**config.mk**
```make
export PLATFORM = sky130hd
export DESIGN_NAME = mux_sel_arbiter_flat
export DESIGN_NICKNAME = d
export VERILOG_FILES = /design/src/rtl/mux_sel_arbiter_pkg.sv /design/src/rtl/mux_sel_arbiter_if.sv /design/src/rtl/mux_sel_arbiter_rr_pick.sv /design/src/rtl/mux_sel_arbiter.sv /design/src/flat_wrapper.sv
export SDC_FILE = /design/constraint.sdc
export NUM_CORES = 1
export LEC_CHECK = 0
export ABC_AREA = 1
export CAP_MARGIN = 5
export CORE_AREA = 4 4 41 43
export CTS_CLUSTER_DIAMETER = 150
export DETAILED_ROUTE_END_ITERATION = 7
export DIE_AREA = 0 0 45 47
export GPL_TIMING_DRIVEN = 0
export PLACE_DENSITY = 0.62
export SYNTH_ARGS = -nofsm -noshare
export SYNTH_HDL_FRONTEND = slang
export SYNTH_SLANG_ARGS = --single-unit
```
**constraint.sdc**
```tcl
create_clock -name i_clk -period 2 [get_ports i_clk]
set_input_delay 0.3 -clock i_clk [delete_from_list [all_inputs] [get_ports i_clk]]
set_output_delay 0.3 -clock i_clk [all_outputs]
set_load 0.01 [all_outputs]
```
**src/rtl/mux_sel_arbiter_pkg.sv**
```systemverilog
// rtl/mux_sel_arbiter_pkg.sv - shared defaults and state type for the mux select arbiter
// Package mux_arb_pkg:
//   MUX_CONFIG_S / MUX_CONFIG_N : default select width and requester count
//   arb_state_e                 : arbiter FSM states (IDLE, GRANT)
package mux_arb_pkg;

    localparam int MUX_CONFIG_S = 1;
    localparam int MUX_CONFIG_N = 1 << MUX_CONFIG_S;

    typedef enum logic {
        IDLE  = 1'b0,
        GRANT = 1'b1
    } arb_state_e;

endpackage

```
**src/rtl/mux_sel_arbiter_if.sv**
```systemverilog
// rtl/mux_sel_arbiter_if.sv - request/grant/handshake bundle between sources, arbiter and mux
// Signals:
//   i_req   [2**S-1:0] : per-requester level request (sources -> arbiter)
//   i_ready            : downstream accepts the current beat
//   o_gnt   [2**S-1:0] : one-hot registered grant
//   o_sel   [S-1:0]    : registered binary select, drives mux i_sel
//   o_valid            : mux output carries a valid beat
// Modports: master = arbiter side, slave = sources/downstream side.
interface mux_sel_arbiter_if import mux_arb_pkg::*; #(
    parameter int S = MUX_CONFIG_S
) ();
    localparam int N = 1 << S;

    logic [N-1:0] i_req;
    logic         i_ready;
    logic [N-1:0] o_gnt;
    logic [S-1:0] o_sel;
    logic         o_valid;

    modport master (
        input  i_req,
        input  i_ready,
        output o_gnt,
        output o_sel,
        output o_valid
    );

    modport slave (
        output i_req,
        output i_ready,
        input  o_gnt,
        input  o_sel,
        input  o_valid
    );
endinterface

```
**src/rtl/mux_sel_arbiter_rr_pick.sv**
```systemverilog
// rtl/mux_sel_arbiter_rr_pick.sv - combinational round-robin winner search
// Ports:
//   req           [2**S-1:0] : current requests
//   last          [S-1:0]    : previous winner; search starts at last+1 and wraps to last
//   winner        [S-1:0]    : index of first requester found (0 when none)
//   winner_onehot [2**S-1:0] : one-hot of winner, zero when none
//   any                      : at least one request is high
module rr_pick #(
    parameter int S = 1
) (
    input  logic [(1<<S)-1:0] req,
    input  logic [S-1:0]      last,
    output logic [S-1:0]      winner,
    output logic [(1<<S)-1:0] winner_onehot,
    output logic              any
);
    localparam int N = 1 << S;

    always_comb begin
        winner = '0;
        any    = 1'b0;
        for (int k = 1; k <= N; k++) begin : g_search
            logic [S-1:0] idx;
            // S-bit addition wraps modulo N; k == N lands back on last itself
            idx = last + S'(k);
            if (!any && req[idx]) begin
                winner = idx;
                any    = 1'b1;
            end
        end
    end

    assign winner_onehot = any ? (N'(1) << winner) : '0;

endmodule

```
**src/rtl/mux_sel_arbiter.sv**
```systemverilog
// rtl/mux_sel_arbiter.sv - round-robin arbiter owning the select of a shared 2:1/4:1 mux
// Ports:
//   i_clk   : clock, rising edge
//   i_rst_n : asynchronous active-low reset
//   bus     : mux_sel_arbiter_if.master (i_req, i_ready in; o_gnt, o_sel, o_valid out)
// Parameters: S (1 or 2), MAX_BURST (>=1 beats per grant).
// Optional: MUX_ARB_ASSERT_EN compiles protocol and starvation assertions.
module mux_sel_arbiter import mux_arb_pkg::*; #(
    parameter int S         = MUX_CONFIG_S,
    parameter int MAX_BURST = 4
) (
    input  logic               i_clk,
    input  logic               i_rst_n,
    mux_sel_arbiter_if.master  bus
);
    localparam int N  = 1 << S;
    localparam int CW = $clog2(MAX_BURST + 1);
    localparam logic [CW-1:0] CNT_LAST = CW'(MAX_BURST - 1);

    if (S != 1 && S != 2) begin : g_bad_s
        $error("mux_sel_arbiter: S must be 1 or 2");
    end
    if (MAX_BURST < 1) begin : g_bad_burst
        $error("mux_sel_arbiter: MAX_BURST must be >= 1");
    end

    arb_state_e    state_q, state_nxt;
    logic [N-1:0]  gnt_q, gnt_nxt;
    logic [S-1:0]  sel_q, sel_nxt;
    logic [S-1:0]  last_q, last_nxt;
    logic [CW-1:0] cnt_q, cnt_nxt;

    logic [S-1:0]  pick_winner;
    logic [N-1:0]  pick_onehot;
    logic          pick_any;

    rr_pick #(.S(S)) u_pick (
        .req           (bus.i_req),
        .last          (last_q),
        .winner        (pick_winner),
        .winner_onehot (pick_onehot),
        .any           (pick_any)
    );

    logic req_cur, xfer, burst_end, rearb;

    assign req_cur   = bus.i_req[sel_q];
    assign xfer      = (state_q == GRANT) && req_cur && bus.i_ready;
    // A withdrawn requester ends its burst without a counted beat
    assign burst_end = (state_q == GRANT) && (!req_cur || (xfer && cnt_q == CNT_LAST));
    assign rearb     = (state_q == IDLE) || burst_end;

    always_comb begin
        state_nxt = state_q;
        gnt_nxt   = gnt_q;
        sel_nxt   = sel_q;
        last_nxt  = last_q;
        cnt_nxt   = cnt_q;
        if (rearb) begin
            if (pick_any) begin
                state_nxt = GRANT;
                gnt_nxt   = pick_onehot;
                sel_nxt   = pick_winner;
                last_nxt  = pick_winner;
                cnt_nxt   = '0;
            end else begin
                // o_sel deliberately keeps the previous winner while idle
                state_nxt = IDLE;
                gnt_nxt   = '0;
                cnt_nxt   = '0;
            end
        end else if (xfer) begin
            cnt_nxt = cnt_q + CW'(1);
        end
    end

    always_ff @(posedge i_clk or negedge i_rst_n) begin
        if (!i_rst_n) begin
            state_q <= IDLE;
            gnt_q   <= '0;
            sel_q   <= '0;
            last_q  <= '1;  // requester 0 searched first out of reset
            cnt_q   <= '0;
        end else begin
            state_q <= state_nxt;
            gnt_q   <= gnt_nxt;
            sel_q   <= sel_nxt;
            last_q  <= last_nxt;
            cnt_q   <= cnt_nxt;
        end
    end

    assign bus.o_gnt   = gnt_q;
    assign bus.o_sel   = sel_q;
    assign bus.o_valid = (state_q == GRANT) && req_cur;

`ifdef MUX_ARB_ASSERT_EN
    a_gnt_onehot0: assert property (@(posedge i_clk) disable iff (!i_rst_n)
        $onehot0(bus.o_gnt));
    a_gnt_sel: assert property (@(posedge i_clk) disable iff (!i_rst_n)
        (bus.o_gnt != '0) |-> bus.o_gnt[bus.o_sel]);
    a_valid_gnt: assert property (@(posedge i_clk) disable iff (!i_rst_n)
        bus.o_valid |-> (bus.o_gnt != '0));
    a_cnt_range: assert property (@(posedge i_clk) disable iff (!i_rst_n)
        cnt_q < CW'(MAX_BURST));

    // Cycles each requester has waited ungranted with downstream ready
    int unsigned wait_cnt [N];
    for (genvar i = 0; i < N; i++) begin : g_starve
        always_ff @(posedge i_clk or negedge i_rst_n) begin
            if (!i_rst_n) begin
                wait_cnt[i] <= 0;
            end else if (bus.i_req[i] && !bus.o_gnt[i] && bus.i_ready) begin
                if (wait_cnt[i] <= N * MAX_BURST) begin
                    wait_cnt[i] <= wait_cnt[i] + 1;
                end
            end else begin
                wait_cnt[i] <= 0;
            end
        end
        a_starve: assert property (@(posedge i_clk) disable iff (!i_rst_n)
            wait_cnt[i] <= N * MAX_BURST);
    end
`endif

endmodule
```
**src/flat_wrapper.sv**
```systemverilog
// flat-port wrapper written by rule: the top's interface ports become plain ports
module mux_sel_arbiter_flat import mux_arb_pkg::*;
#(
    parameter int S         = MUX_CONFIG_S,
    parameter int MAX_BURST = 4
)
  (i_clk, i_rst_n, bus_i_req, bus_i_ready, bus_o_gnt, bus_o_sel, bus_o_valid);
  mux_sel_arbiter_if #(.S(S)) bus_i ();
  input  logic i_clk;
  input  logic i_rst_n;
  input wire logic [$bits(bus_i.i_req)-1:0] bus_i_req;
  input wire logic [$bits(bus_i.i_ready)-1:0] bus_i_ready;
  output wire logic [$bits(bus_i.o_gnt)-1:0] bus_o_gnt;
  output wire logic [$bits(bus_i.o_sel)-1:0] bus_o_sel;
  output wire logic [$bits(bus_i.o_valid)-1:0] bus_o_valid;
  assign bus_i.i_req = bus_i_req;
  assign bus_i.i_ready = bus_i_ready;
  assign bus_o_gnt = bus_i.o_gnt;
  assign bus_o_sel = bus_i.o_sel;
  assign bus_o_valid = bus_i.o_valid;
  mux_sel_arbiter #(.S(S), .MAX_BURST(MAX_BURST)) u_core (.i_clk(i_clk), .i_rst_n(i_rst_n), .bus(bus_i));
endmodule
```
==> results.py <==
metrics = {
    "run_status": {
        "status": "complete, no violations",
    },
    "pwr": {
        "power_w": 0.000541,
        "power_density_nw_per_um2": 994,
        "peakVddDrop_v": 0.000437,
        "power.leakage_nw": 0.280,
    },
    "cts": {
        "clock_sinks": 8,
        "path_clk_slew_ns": 0.06,
        "cts_inserted_buffers": 3,
        "clockBufferDepth": 2,
        "clockRootBuffer": "clkbuf_4",
        "cts_tree": "built",
        "post-cts-setup-buffers": 0,
        "clock_latency_ns": 0.27,
        "htreeDepth": 1,
    },
    "logic_synthesis": {
        "synth_adder_area_share_pct": 5.95,
        "seq_area_frac_synth_pct": 47.9,
        "synth_top_family_by_area": "simple AND/OR/NAND/NOR gates",
        "post_synth_and_or_nand_nor_area_fraction_pct": 40.8,
        "synth_compound_area_share_pct": 0,
        "syn_avg_cell_area_um2": 8.58,
        "synthMuxAreaShare_pct": 0,
        "yosysWarnings": 0,
        "ys_ff_latch": 8,
        "synthesis.area_um2": 420,
        "synth.distinct_cells": 15,
        "syn_nets": 56,
        "synth_xor_area_share_pct": 0,
        "synthCells": 49,
    },
    "floorplan": {
        "start_util_pct": 32.3,
        "io_pins": 9,
        "die_w_um": 45,
        "die_area_um2": 2120,
        "die_h_um": 47,
        "placementRows": 13,
        "coreArea_um2": 1300,
    },
    "worst_setup_path": {
        "arrival_ns": 1.45,
        "worstSetupPathType": "input port to output port",
        "critical-path-max-stage-delay_ns": 0.55,
        "required_ns": 1.70,
        "crit_chain": "clkdlybuf4s50_1 > inv_2 > nand2_2 > nand2_4 > nor2_4 > dlygate4sd2_1",
        "cp_top_family": "buffers and inverters",
        "critPathLaunchType": "input port",
        "crit_cells": 6,
        "critPathSlowestCell": "clkdlybuf4s50_1",
        "reg2reg_slack_ns": 0.66,
        "worstReg2RegEnd": "u_core.bus.o_sel",
        "critPathMaxFanout": 6,
        "timing.rr.start": "u_core.cnt_q[0]",
        "critPathCapture": "bus_o_valid",
        "critPathBufInv": 3,
        "endpoint_kind": "output port",
        "cp-startpoint": "bus_i_req[1]",
        "ff2ff_path_depth": 6,
    },
    "final_layout": {
        "seq_area_um2": 201,
        "fin_nets": 69,
        "fillers": 147,
        "layout_commonest_cell": "nand2_1",
        "n_antenna_cell": 0,
        "drive_gt1_share_pct": 18.0,
        "multiInputGateArea_um2": 196,
        "syn_to_final_growth_pct": 29.5,
        "final_cells": 76,
        "layout_common_cells": "19 x nand2_1, 7 x clkdlybuf4s50_1, 7 x dfrtp_1, 5 x inv_1, 4 x nand3_1",
    },
    "sta": {
        "setup_viol": 0,
        "fin_crit_sh_pct": 87.5,
        "drv_slew": 0,
        "relSlewSlack_pct": 76.5,
        "worst_slew_pin_slew_ns": 0.352,
        "max_freq_mhz": 571,
        "rsz0062_at_grt": "no",
        "hold_violations": 0,
        "period_needed_ns": 1.75,
        "fin_skew_ns": 0.0136,
    },
    "drt": {
        "wl_per_cell_um": 10.0,
        "drc": 0,
        "ant_nets": 0,
        "dr.pass1.iters": 4,
        "drt_iter0_markers": 11,
        "routed_wl_um": 760,
        "via_per_inst": 4.68,
        "via_count": 356,
    },
    "placement": {
        "dp.cells": 72,
        "portBuffers": 8,
        "place.gp.congestion": 0.738,
        "place_hpwl_um": 592,
    },
    "min_path": {
        "min_path_type": "input port to async pin",
    },
    "flow_run": {
        "maxCapViolCount": 0,
    },
    "global_routing": {
        "antenna_found_initial": 0,
        "grt_first_pass_wirelength_um": 1280,
        "grt_pass1_vias": 329,
        "grt.overflow.total": 0,
        "grt.total_usage_pct": 8.71,
        "grt_max_degree": 9,
    },
}
==> final cells by class <==
type                            instances  area share (%)
Clock buffer                            4            4.83
Inverter                                6            4.14
Multi-Input combinational cell         35            36.1
Sequential cell                         8            37.0
Tap cell                               15            3.45
Timing Repair Buffer                    8            14.5
==> how the worst min path moves through the flow <==
stage	slack (ns)	to
floorplan	0.004	u_core.bus.o_gnt[0]
global placement	0.45	u_core.last_q
detailed placement	0.46	u_core.last_q
CTS	0.32	u_core.cnt_q[0]
global route	0.34	u_core.cnt_q[1]
finish	0.30	u_core.cnt_q[0]
==> power by group <==
| part | switching (W) | internal (W) | total, W |
|---|---|---|---|
| sequential | 0.0000286 | 0.000202 | 0.000231 |
| clock | 0.0000617 | 0.0000767 | 0.000138 |
| combinational | 0.0000891 | 0.0000829 | 0.000172 |
| total | 0.000179 | 0.000362 | 0.000541 |
==> stage by stage <==
stage / setup WS (ns) / hold slack, ns / utilization (%) / setup TNS [ns] / cell area [um^2]
6_report: 0.249 / 0.301 / 41.8 / 0 / 544
5_1_grt: 0.185 / 0.337 / 41.8 / 0 / 544
4_1_cts: 0.237 / 0.318 / 41.8 / 0 / 544
3_5_place_dp: -0.0385 / 0.457 / 39.9 / -0.0385 / 519
3_3_place_gp: -0.0373 / 0.454 / 39.9 / -0.0373 / 519
2_1_floorplan: 0.791 / 0.00441 / - / 0 / 420
==> repair_timing <==
item                       CTS  global route
hold buffers                 0             0
gates resized for setup      1             0
setup endpoints to repair    1             0
hold endpoints to repair     0             0
==> synthesized netlist by cell type <==
master / instances / area (um^2)
nand3_2: 1 / 10.0
nor2_2: 1 / 6.26
ha_1: 2 / 25.0
nand2_2: 1 / 6.26
inv_2: 1 / 3.75
nand3_1: 4 / 20.0
nand2_4: 1 / 11.3
or2_1: 1 / 6.26
nand2_1: 19 / 71.3
dfstp_2: 1 / 26.3
nand4_1: 3 / 18.8
dfrtp_1: 7 / 175
nor3_2: 1 / 10.0
nor2_4: 1 / 11.3
inv_1: 5 / 18.8
==> layer usage <==
metal,GRT usage (%),up-vias,wire length (um),share of wire [%]
met1,10.4,164,373,49
met3,3.45,5,36,4.7
met5,0,-,0,0
met4,7.02,0,25,3.3
met2,12.4,6,324,43
li1,-,181,-,-
==> registers in the layout, indices dropped and copies added, names as in the netlist <==
signal / count
u_core.state_q: 1
u_core.bus.o_sel: 1
u_core.last_q: 1
u_core.cnt_q: 3
u_core.bus.o_gnt: 2
==> kinds of logic (layout without fill, tap and decap cells) <==
logic type / count (synthesis) / count (layout)
buffers and inverters: 6 / 18
DFF: 8 / 8
and+or+nand+nor: 33 / 33
adders and majority gates: 2 / 2
==> worst register-to-register path: cells and delay by family (launching register included) <==
| family | cells | cell delay, ns |
|---|---|---|
| fa+ha+maj | 2 | 0.39 |
| simple gates | 4 | 0.42 |
| flops | 1 | 0.40 |
(Power assumes the default switching activity.)
